## config.mk

```make
export PLATFORM = sky130hd
export DESIGN_NAME = toy_bus_core_initiator
export DESIGN_NICKNAME = d
export VERILOG_FILES = /design/src/rtl/toy_bus_core_initiator.sv
export SDC_FILE = /design/constraint.sdc
export NUM_CORES = 1
export LEC_CHECK = 0
export BUFFER_PORTS_ARGS = -buffer_cell sky130_fd_sc_hd__buf_2
export CORE_AREA = 2 2 473 475
export DETAILED_ROUTE_END_ITERATION = 8
export DIE_AREA = 0 0 475 477
export GPL_ROUTABILITY_DRIVEN = 0
export PLACE_DENSITY = 0.3
export RECOVER_POWER = 25
export SYNTH_ARGS = -nofsm -noshare
export SYNTH_HDL_FRONTEND = slang
export SYNTH_SLANG_ARGS = --single-unit
```

## constraint.sdc

```tcl
create_clock -name clk -period 46.9 [get_ports clk]
set_input_delay 9.38 -clock clk [delete_from_list [all_inputs] [get_ports clk]]
set_output_delay 9.38 -clock clk [all_outputs]
set_load 0.01 [all_outputs]
```

## src/rtl/toy_bus_core_initiator.sv

```systemverilog
// Core-to-bus initiator: one-entry request and response registers with outstanding-read tracking.
// Optional read watchdog is compiled in when TOY_BUS_INIT_TIMEOUT_EN is defined.
module toy_bus_core_initiator #(
  parameter logic [3:0]  NODE_ID   = 4'd1,
  parameter logic [3:0]  TGT_ID    = 4'd0,
  parameter int unsigned MAX_OUTST = 4
) (
  input  logic         clk,
  input  logic         rst,
  input  logic         core_req_vld,
  output logic         core_req_rdy,
  input  logic [31:0]  core_req_addr,
  input  logic         core_req_wr,
  input  logic [255:0] core_req_wdata,
  input  logic [31:0]  core_req_strb,
  input  logic [9:0]   core_req_tag,
  output logic         core_rsp_vld,
  input  logic         core_rsp_rdy,
  output logic [255:0] core_rsp_rdata,
  output logic [9:0]   core_rsp_tag,
  output logic         out0_req_vld,
  input  logic         out0_req_rdy,
  output logic [31:0]  out0_req_addr,
  output logic [31:0]  out0_req_strb,
  output logic [255:0] out0_req_data,
  output logic         out0_req_opcode,
  output logic [3:0]   out0_req_src_id,
  output logic [3:0]   out0_req_tgt_id,
  output logic [9:0]   out0_req_sideband,
  input  logic         out0_ack_vld,
  output logic         out0_ack_rdy,
  input  logic         out0_ack_opcode,
  input  logic [255:0] out0_ack_data,
  input  logic [9:0]   out0_ack_sideband,
  input  logic [3:0]   out0_ack_src_id,
  input  logic [3:0]   out0_ack_tgt_id,
  output logic         err_unexp,
  output logic         timeout_err
);

  localparam logic [3:0] MaxOutst = MAX_OUTST[3:0];

  logic         reqVld_q;
  logic [31:0]  reqAddr_q;
  logic [31:0]  reqStrb_q;
  logic [255:0] reqData_q;
  logic         reqOpcode_q;
  logic [9:0]   reqTag_q;
  logic         rspVld_q;
  logic [255:0] rspData_q;
  logic [9:0]   rspTag_q;
  logic [3:0]   outstCnt_q;
  logic [3:0]   outstCnt_d;
  logic         errUnexp_q;
  logic         reqLoad;
  logic         readInc;
  logic         ackAccept;
  logic         ackMatch;
  logic         unusedAckBits;

  assign unusedAckBits = ^{out0_ack_opcode, out0_ack_src_id};

  assign core_req_rdy = (!reqVld_q || out0_req_rdy) && (core_req_wr || (outstCnt_q < MaxOutst));
  assign reqLoad      = core_req_vld && core_req_rdy;
  assign readInc      = reqLoad && !core_req_wr;

  // An ack only counts if it is ours and some read is (or is just becoming) outstanding.
  assign out0_ack_rdy = !rspVld_q || core_rsp_rdy;
  assign ackAccept    = out0_ack_vld && out0_ack_rdy;
  assign ackMatch     = ackAccept && (out0_ack_tgt_id == NODE_ID) &&
                        ((outstCnt_q != 4'd0) || readInc);

  always_comb begin
    outstCnt_d = outstCnt_q;
    case ({readInc, ackMatch})
      2'b10:   outstCnt_d = outstCnt_q + 4'd1;
      2'b01:   outstCnt_d = outstCnt_q - 4'd1;
      default: outstCnt_d = outstCnt_q;
    endcase
  end

  always_ff @(posedge clk or posedge rst) begin
    if (rst) begin
      reqVld_q    <= 1'b0;
      reqAddr_q   <= '0;
      reqStrb_q   <= '0;
      reqData_q   <= '0;
      reqOpcode_q <= 1'b0;
      reqTag_q    <= '0;
      rspVld_q    <= 1'b0;
      rspData_q   <= '0;
      rspTag_q    <= '0;
      outstCnt_q  <= '0;
      errUnexp_q  <= 1'b0;
    end else begin
      if (reqLoad) begin
        reqVld_q    <= 1'b1;
        reqAddr_q   <= core_req_addr;
        reqStrb_q   <= core_req_strb;
        reqData_q   <= core_req_wdata;
        reqOpcode_q <= core_req_wr;
        reqTag_q    <= core_req_tag;
      end else if (out0_req_rdy) begin
        reqVld_q <= 1'b0;
      end
      if (ackMatch) begin
        rspVld_q  <= 1'b1;
        rspData_q <= out0_ack_data;
        rspTag_q  <= out0_ack_sideband;
      end else if (core_rsp_rdy) begin
        rspVld_q <= 1'b0;
      end
      outstCnt_q <= outstCnt_d;
      errUnexp_q <= ackAccept && !ackMatch;
    end
  end

  assign out0_req_vld      = reqVld_q;
  assign out0_req_addr     = reqAddr_q;
  assign out0_req_strb     = reqStrb_q;
  assign out0_req_data     = reqData_q;
  assign out0_req_opcode   = reqOpcode_q;
  assign out0_req_sideband = reqTag_q;
  assign out0_req_src_id   = NODE_ID;
  assign out0_req_tgt_id   = TGT_ID;
  assign core_rsp_vld      = rspVld_q;
  assign core_rsp_rdata    = rspData_q;
  assign core_rsp_tag      = rspTag_q;
  assign err_unexp         = errUnexp_q;

`ifdef TOY_BUS_INIT_TIMEOUT_EN
  logic [15:0] toCnt_q;
  logic        timeoutErr_q;

  // Watchdog runs only while reads are outstanding and no matching ack arrives.
  always_ff @(posedge clk or posedge rst) begin
    if (rst) begin
      toCnt_q      <= '0;
      timeoutErr_q <= 1'b0;
    end else begin
      if (ackMatch || (outstCnt_q == 4'd0)) begin
        toCnt_q <= '0;
      end else begin
        toCnt_q <= toCnt_q + 16'd1;
      end
      if (toCnt_q == 16'd1024) begin
        timeoutErr_q <= 1'b1;
      end
    end
  end

  assign timeout_err = timeoutErr_q;
`else
  assign timeout_err = 1'b0;
`endif

endmodule

```

==> impl_metrics.json, run 1 <==
{
  "synth_cell_type_count": 30,
  "drt-total-wl_mm": 108.5,
  "p_comb_share_pct": 31.3,
  "grt_antenna_before_repair": 92,
  "synth-main-ff-cell": "dfrtp_1",
  "grt.total_usage_pct": 9.201,
  "tightest_slew_ns": 6.372,
  "timing_worst_setup_path_type": "input pin to output pin",
  "layout.filler_cells": 24930,
  "slew_limit_headroom_pct": -324.8,
  "htree_levels": 3,
  "nNetsFinal": 3169,
  "layout-drive-gt1-share_pct": 57.32,
  "synth.avg_cell_area_um2": 17.26,
  "clk_root_buffer_cell": "clkbuf_16",
  "cp_max_fo": 4,
  "synth.area.mux_share_pct": 29.72,
  "tritoncts": "done",
  "dp_hpwl_mm": 86.80,
  "pwr_dens_nw_per_um2": 62.36,
  "cp_num_buf_inv": 2,
  "hp-class": "flop to flop",
  "io_port_bufs": 1208,
  "layout_min_cycle_time_ns": 19.67,
  "synth_async_sr_flop_share_pct": 100.0,
  "max-clock-path-buffers": 3,
  "timing.critical_path.slowest_stage_cell": "o21a_1",
  "synth.most_common_cell": "dfrtp_1",
  "syn-cell-area_um2": 22660,
  "gr-total-overflow": 0,
  "synth-edff-count": 0,
  "clock_power_share_pct": 29.2,
  "critical_path.startpoint_type": "input pin",
  "via_count": 16310,
  "netlist_top_cells_area": "dfrtp_1, mux2_2, mux2_1, buf_6, buf_2",
  "switching_share_pct": 34.41,
  "clock_slew_at_reported_path_ffs_ns": 0.05,
  "failed_checks": "max-capacitance violations, max-slew violations",
  "clock-sinks": 604,
  "first_pass_grt_wire_length_mm": 145.6,
  "fp.dieW_um": 475,
  "worst_skew_pair.late_latency_ns": 0.71,
  "layout-area-overhead-vs-synth_pct": 52.07,
  "synth.yosys.warnings": 0,
  "dp_area_um2": 32080,
  "run_status": "finished, violations left",
  "worst-endpoint-arrival_ns": 10.29,
  "yosys.area_share.adder_pct": 0.1656,
  "yosys_register_bits": 604,
  "wl_per_cell_um": 19.34,
  "numCtsBuffers": 81,
  "placeableCoreArea_um2": 221400,
  "synthesized_area_fraction_occupied_by_ao_oa_aoi_and_oai_cells_pct": 0.2540,
  "antenna_violating_nets_post_route": 0,
  "grt_pass1_vias": 17280,
  "worst_ep_required_time_ns": 37.52,
  "post-place-ws_ns": 26.95,
  "share_of_synthesized_cell_area_in_and_or_nand_and_nor_gates_pct": 0.5190,
  "pin_count_of_the_biggest_net_entering_global_routing": 115,
  "synth_xor_xnor_area_share_pct": 0.1932,
  "cell_type_with_the_highest_occurrence_count_on_the_critical_path": "buf_2",
  "report.final.setup_viol": 0,
  "hold_viol_final": 0,
  "cts_hold_buf": 0,
  "post-route-cell-area_um2": 34460,
  "layout_setup_ws_ns": 27.23,
  "post_cts_buffers": 0,
  "final.period_utilization_pct": 41.94,
  "multi_input_comb_area_um2": 7018,
  "grt_setup_unrepaired": "no",
  "cts_resized": 0,
  "crit_family": "compound AO/OA/AOI/OAI gates",
  "p_leak_nw": 15.53,
  "drt-initial-drc-count": 459,
  "synth.top_cell.area_share_pct": 66.70,
  "synth-seq-area-share_pct": 66.70,
  "power_frac_seq_pct": 39.5,
  "synth_common_cells": "dfrtp_1, mux2_2, mux2_1",
  "initial_standard_cell_utilization_of_the_core_pct": 10.23,
  "netlist.top_cell.by_area": "dfrtp_1",
  "timing.fmax_ghz": 0.05084,
  "number_of_standard_cells_after_synthesis": 1313,
  "die_y_um": 477,
  "netsw_mw": 0.7395,
  "end_kind": "output pin",
  "report.final.slew_viol_count": 345,
  "internal_power_mw": 1.410,
  "ioPinCount": 1223,
  "routed_via_density": 2.908,
  "setup_total_negative_slack_ns": 0,
  "cpPeakStageDelay_ns": 0.42,
  "route.detailed.drc": 0,
  "dr.pass1.iters": 4,
  "core.rowCount": 173,
  "synth_top_family_by_area": "multiplexers",
  "dieArea_um2": 226600,
  "timing.max_cap.violations": 5,
  "worst_ir_drop_vdd_uv": 38.20,
  "timing.critical_path.cells": "buf_2 -> nand2b_1 -> o21a_1 -> buf_2",
  "seq_area_um2": 15110,
  "finalClockSkew_ns": 0.02960
}
[cells by family (layout without fill, tap and decap cells)]
kind of cell	Yosys count	after routing
DFF	604	604
muxes	598	598
buffers and inverters	75	1363
and+or+nand+nor	19	19
AOI/OAI and AO/OA	7	7
xor gates and xnor gates	5	5
adders and majority gates	3	3
other	2	35
[area by class of cell]
class / instances / area share [%]
flip-flops and latches: 604 / 43.86
inverters: 1 / 0.01452
clock inverters: 15 / 0.7044
diodes: 26 / 0.1888
clock buffers: 122 / 6.938
repair buffers: 1225 / 17.13
multi-input cells: 641 / 20.36
well taps: 2975 / 10.80
[through the flow]
stage                     instances  hold WS [ns]  total power [mW]  utilization [%]
final                          5609        0.4780             2.149            15.56
after global routing           5588        0.4936             2.289            15.54
after CTS                      5583        0.4811             2.229            15.68
after detailed placement       5446        0.4691             1.573            14.49
after global placement         5446        0.4628             1.571            14.49
after floorplan                1320        0.4558             1.177                -
[worst paths after layout]
path / depth (start not counted) / to / slack, ns / start
max in group asynchronous: 6 / core_rsp_rdata[11]$_DFFE_PP0P_ / 31.16 / rst
min in group asynchronous: 2 / out0_req_data[88]$_DFFE_PP0N_ / 9.91 / rst
hold / removal: 1 / core_rsp_rdata[140]$_DFFE_PP0P_ / 0.48 / core_rsp_rdata[140]$_DFFE_PP0P_
setup reg to reg: 6 / core_rsp_rdata[188]$_DFFE_PP0P_ / 39.38 / outstCnt_q[2]$_DFFE_PP0P_
hold reg to reg: 1 / core_rsp_rdata[140]$_DFFE_PP0P_ / 0.48 / core_rsp_rdata[140]$_DFFE_PP0P_
setup / recovery: 4 / core_req_rdy / 27.23 / out0_req_rdy
[routing by layer]
metal,share of wire [%],track usage (%),wire [um]
met1,34,9.092,36990
met2,50,16.24,54110
met3,13,5.170,13780
met4,3.0,2.763,3231
met5,0.33,0,353
[layout by cell type (no fill, tap or decap), types with 9 or more instances in the layout]
master     Yosys  routed
buf_2         31     991
dfrtp_1      604     604
mux2_2       369     369
clkbuf_1       4     240
mux2_1       229     229
clkbuf_16      0      81
diode_2        0      26
clkbuf_8       0      21
buf_4          9      13
conb_1         2       9
[flip-flops by register name, indices dropped and copies added (netlist names), 4 cells and up]
register           count
outstCnt_q             4
core_rsp_rdata       256
core_rsp_tag          10
out0_req_sideband     10
out0_req_strb         32
out0_req_addr         32
out0_req_data        256
[worst reg2reg max path, cell delays in order (launching register included)]
cell,delay (ns)
dfrtp_1,0.44
nor2_1,0.19
a31oi_1,0.22
nor4_4,0.33
clkbuf_1,4.34
buf_4,1.38
mux2_1,0.50
[power by group through the flow]
stage	Combinational (mW)	Sequential, mW	Clock, mW
3_3_place_gp	0.720	0.852	0
4_1_cts	0.718	0.850	0.661
2_1_floorplan	0.227	0.950	0
3_5_place_dp	0.717	0.856	0
6_report	0.674	0.849	0.627
5_1_grt	0.730	0.881	0.678
Note: power is estimated with default switching activity, not from simulation.
==> run 2: changes to the inputs <==
PLACE_DENSITY = 0.31   (was 0.3)
clock period = 16.4 ns   (was 46.9 ns; I/O delays follow)
==> impl_metrics.json, run 2 (synthesis gave the netlist of run 1 again) <==
{
  "dieArea_um2": 226600,
  "cts_hold_buf": 0,
  "busiest_layer": "met2",
  "most-common-layout-cells": "buf_2, dfrtp_1, mux2_2",
  "routed_via_density": 2.919,
  "grt_pass1_vias": 17160,
  "max-clock-path-buffers": 3,
  "nNetsFinal": 3171,
  "report.final.setup_viol": 0,
  "final_core_util_pct": 15.61,
  "cp_max_fo": 136,
  "crit-reg2reg-capture": "out0_req_data[54]$_DFFE_PP0N_",
  "core.rowCount": 173,
  "layout_min_cycle_time_ns": 8.854,
  "reg2regPathDepth": 8,
  "run_status": "finished, violations left",
  "placeableCoreArea_um2": 221400,
  "worst_skew_pair.late_latency_ns": 0.72,
  "ioPinCount": 1223,
  "grt_antenna_before_repair": 112,
  "layout.filler_cells": 24940,
  "layout.cells.non_filler": 5622,
  "antenna_violating_nets_post_route": 0,
  "slew_limit_headroom_pct": -94.99,
  "grt.total_usage_pct": 10.16,
  "route.detailed.drc": 0,
  "layout-drive-gt1-share_pct": 56.54,
  "grt_setup_unrepaired": "no",
  "dp_area_um2": 32110,
  "ff2ff_setup_slack_ns": 11.47,
  "whs_endpoint": "core_rsp_rdata[195]$_DFFE_PP0P_",
  "failed_checks": "max-capacitance violations, max-slew violations",
  "die_y_um": 477,
  "clock_slew_at_reported_path_ffs_ns": 0.05,
  "report.final.slew_viol_count": 100,
  "worst_ep_required_time_ns": 17.09,
  "critical_path.startpoint_type": "input pin",
  "clock-sinks": 604,
  "p_leak_nw": 15.53,
  "placed_cells": 5446,
  "met1_usage_pct": 10.23,
  "clk_root_buffer_cell": "clkbuf_16",
  "layout-area-overhead-vs-synth_pct": 52.53,
  "timing_worst_setup_path_type": "input pin to async pin",
  "hp-class": "flop to flop",
  "cts_resized": 0,
  "via_count": 16410,
  "gr-total-overflow": 0,
  "dp_hpwl_mm": 96.80,
  "first_pass_grt_wire_length_mm": 156.0,
  "globalRouteMet3Util_pct": 6.336,
  "wl_per_cell_um": 21.30,
  "initial_standard_cell_utilization_of_the_core_pct": 10.23,
  "numCtsBuffers": 83,
  "whs_path_depth": 1,
  "r2r_start": "out0_req_vld$_DFFE_PP0P_",
  "fp.dieW_um": 475,
  "pwr_dens_nw_per_um2": 181.9,
  "io_port_bufs": 1208,
  "pin_count_of_the_biggest_net_entering_global_routing": 137,
  "drt-total-wl_mm": 119.7,
  "timing.fmax_ghz": 0.1129,
  "final.period_utilization_pct": 53.99,
  "worst_ir_drop_vdd_uv": 87.37,
  "hold_path.startpoint": "core_rsp_rdata[195]$_DFFE_PP0P_",
  "power.total_mw": 6.287,
  "tritoncts": "done",
  "htree_levels": 3,
  "worst-endpoint-arrival_ns": 9.54,
  "timing.max_cap.violations": 2,
  "post-route-cell-area_um2": 34570,
  "post-place-ws_ns": 8.937,
  "layout_setup_ws_ns": 7.546,
  "setup_total_negative_slack_ns": 0,
  "drt-initial-drc-count": 439,
  "setup.worst_path.start": "rst",
  "dr.pass1.iters": 4,
  "end_kind": "async pin",
  "post_cts_buffers": 0,
  "finalClockSkew_ns": 0.03146,
  "hold_viol_final": 0,
  "tightest_slew_ns": 2.925,
  "global_route.usage.met2_pct": 17.18,
  "final_common_cell": "buf_2",
  "fin_worst_hold_slack_ns": 0.4746
}
run 2: cell types whose count changed in the layout (fill, tap and decap cells not counted), sizes merged:
cell / previous run / this run
clkinvlp: 1 / 2
clkbuf: 342 / 356
bufinv: 3 / 5
buf: 1005 / 991
clkinv: 7 / 10
diode: 26 / 33
run 2: layout make-up:
| type | count | area [um2] | share of cell area [%] |
|---|---|---|---|
| Clock buffer | 122 | 2333 | 6.751 |
| Inverter | 1 | 7.507 | 0.02172 |
| Antenna cell | 33 | 82.58 | 0.2389 |
| Timing Repair Buffer | 1225 | 5936 | 17.17 |
| Multi-Input combinational cell | 641 | 7003 | 20.26 |
| Clock inverter | 21 | 367.9 | 1.064 |
| Tap cell | 2975 | 3722 | 10.77 |
| Sequential cell | 604 | 15110 | 43.73 |
run 2: worst max path at each step:
stage / end / slack [ns]
floorplan: core_rsp_rdata[0]$_DFFE_PP0P_ / 4.88
detailed placement: out0_req_data[24]$_DFFE_PP0N_ / 8.94
global route: out0_req_data[135]$_DFFE_PP0N_ / 6.35
CTS: out0_ack_rdy / 9.00
finish: out0_req_data[153]$_DFFE_PP0N_ / 7.55
global placement: out0_req_addr[13]$_DFFE_PP0N_ / 8.86
run 2: report_power, final:
part	total (mW)	internal, mW	switching (mW)
sequential	2.44	2.11	0.334
combinational	2.00	0.859	1.14
clock	1.84	1.07	0.767
run 2: worst max-delay path, cell delays in order:
cell        delay, ns
clkbuf_1         0.10
clkinvlp_4       0.06
clkbuf_1         2.02
clkbuf_1         2.19
buf_4            0.93
buf_12           0.52
run 2: routing by layer:
layer	vias to the layer above	wire length, um	part of all wire [%]
li1	7165	-	-
met1	8032	41700	35
met2	926	57770	48
met3	225	16520	14
met4	62	3335	2.8
met5	-	391	0.33
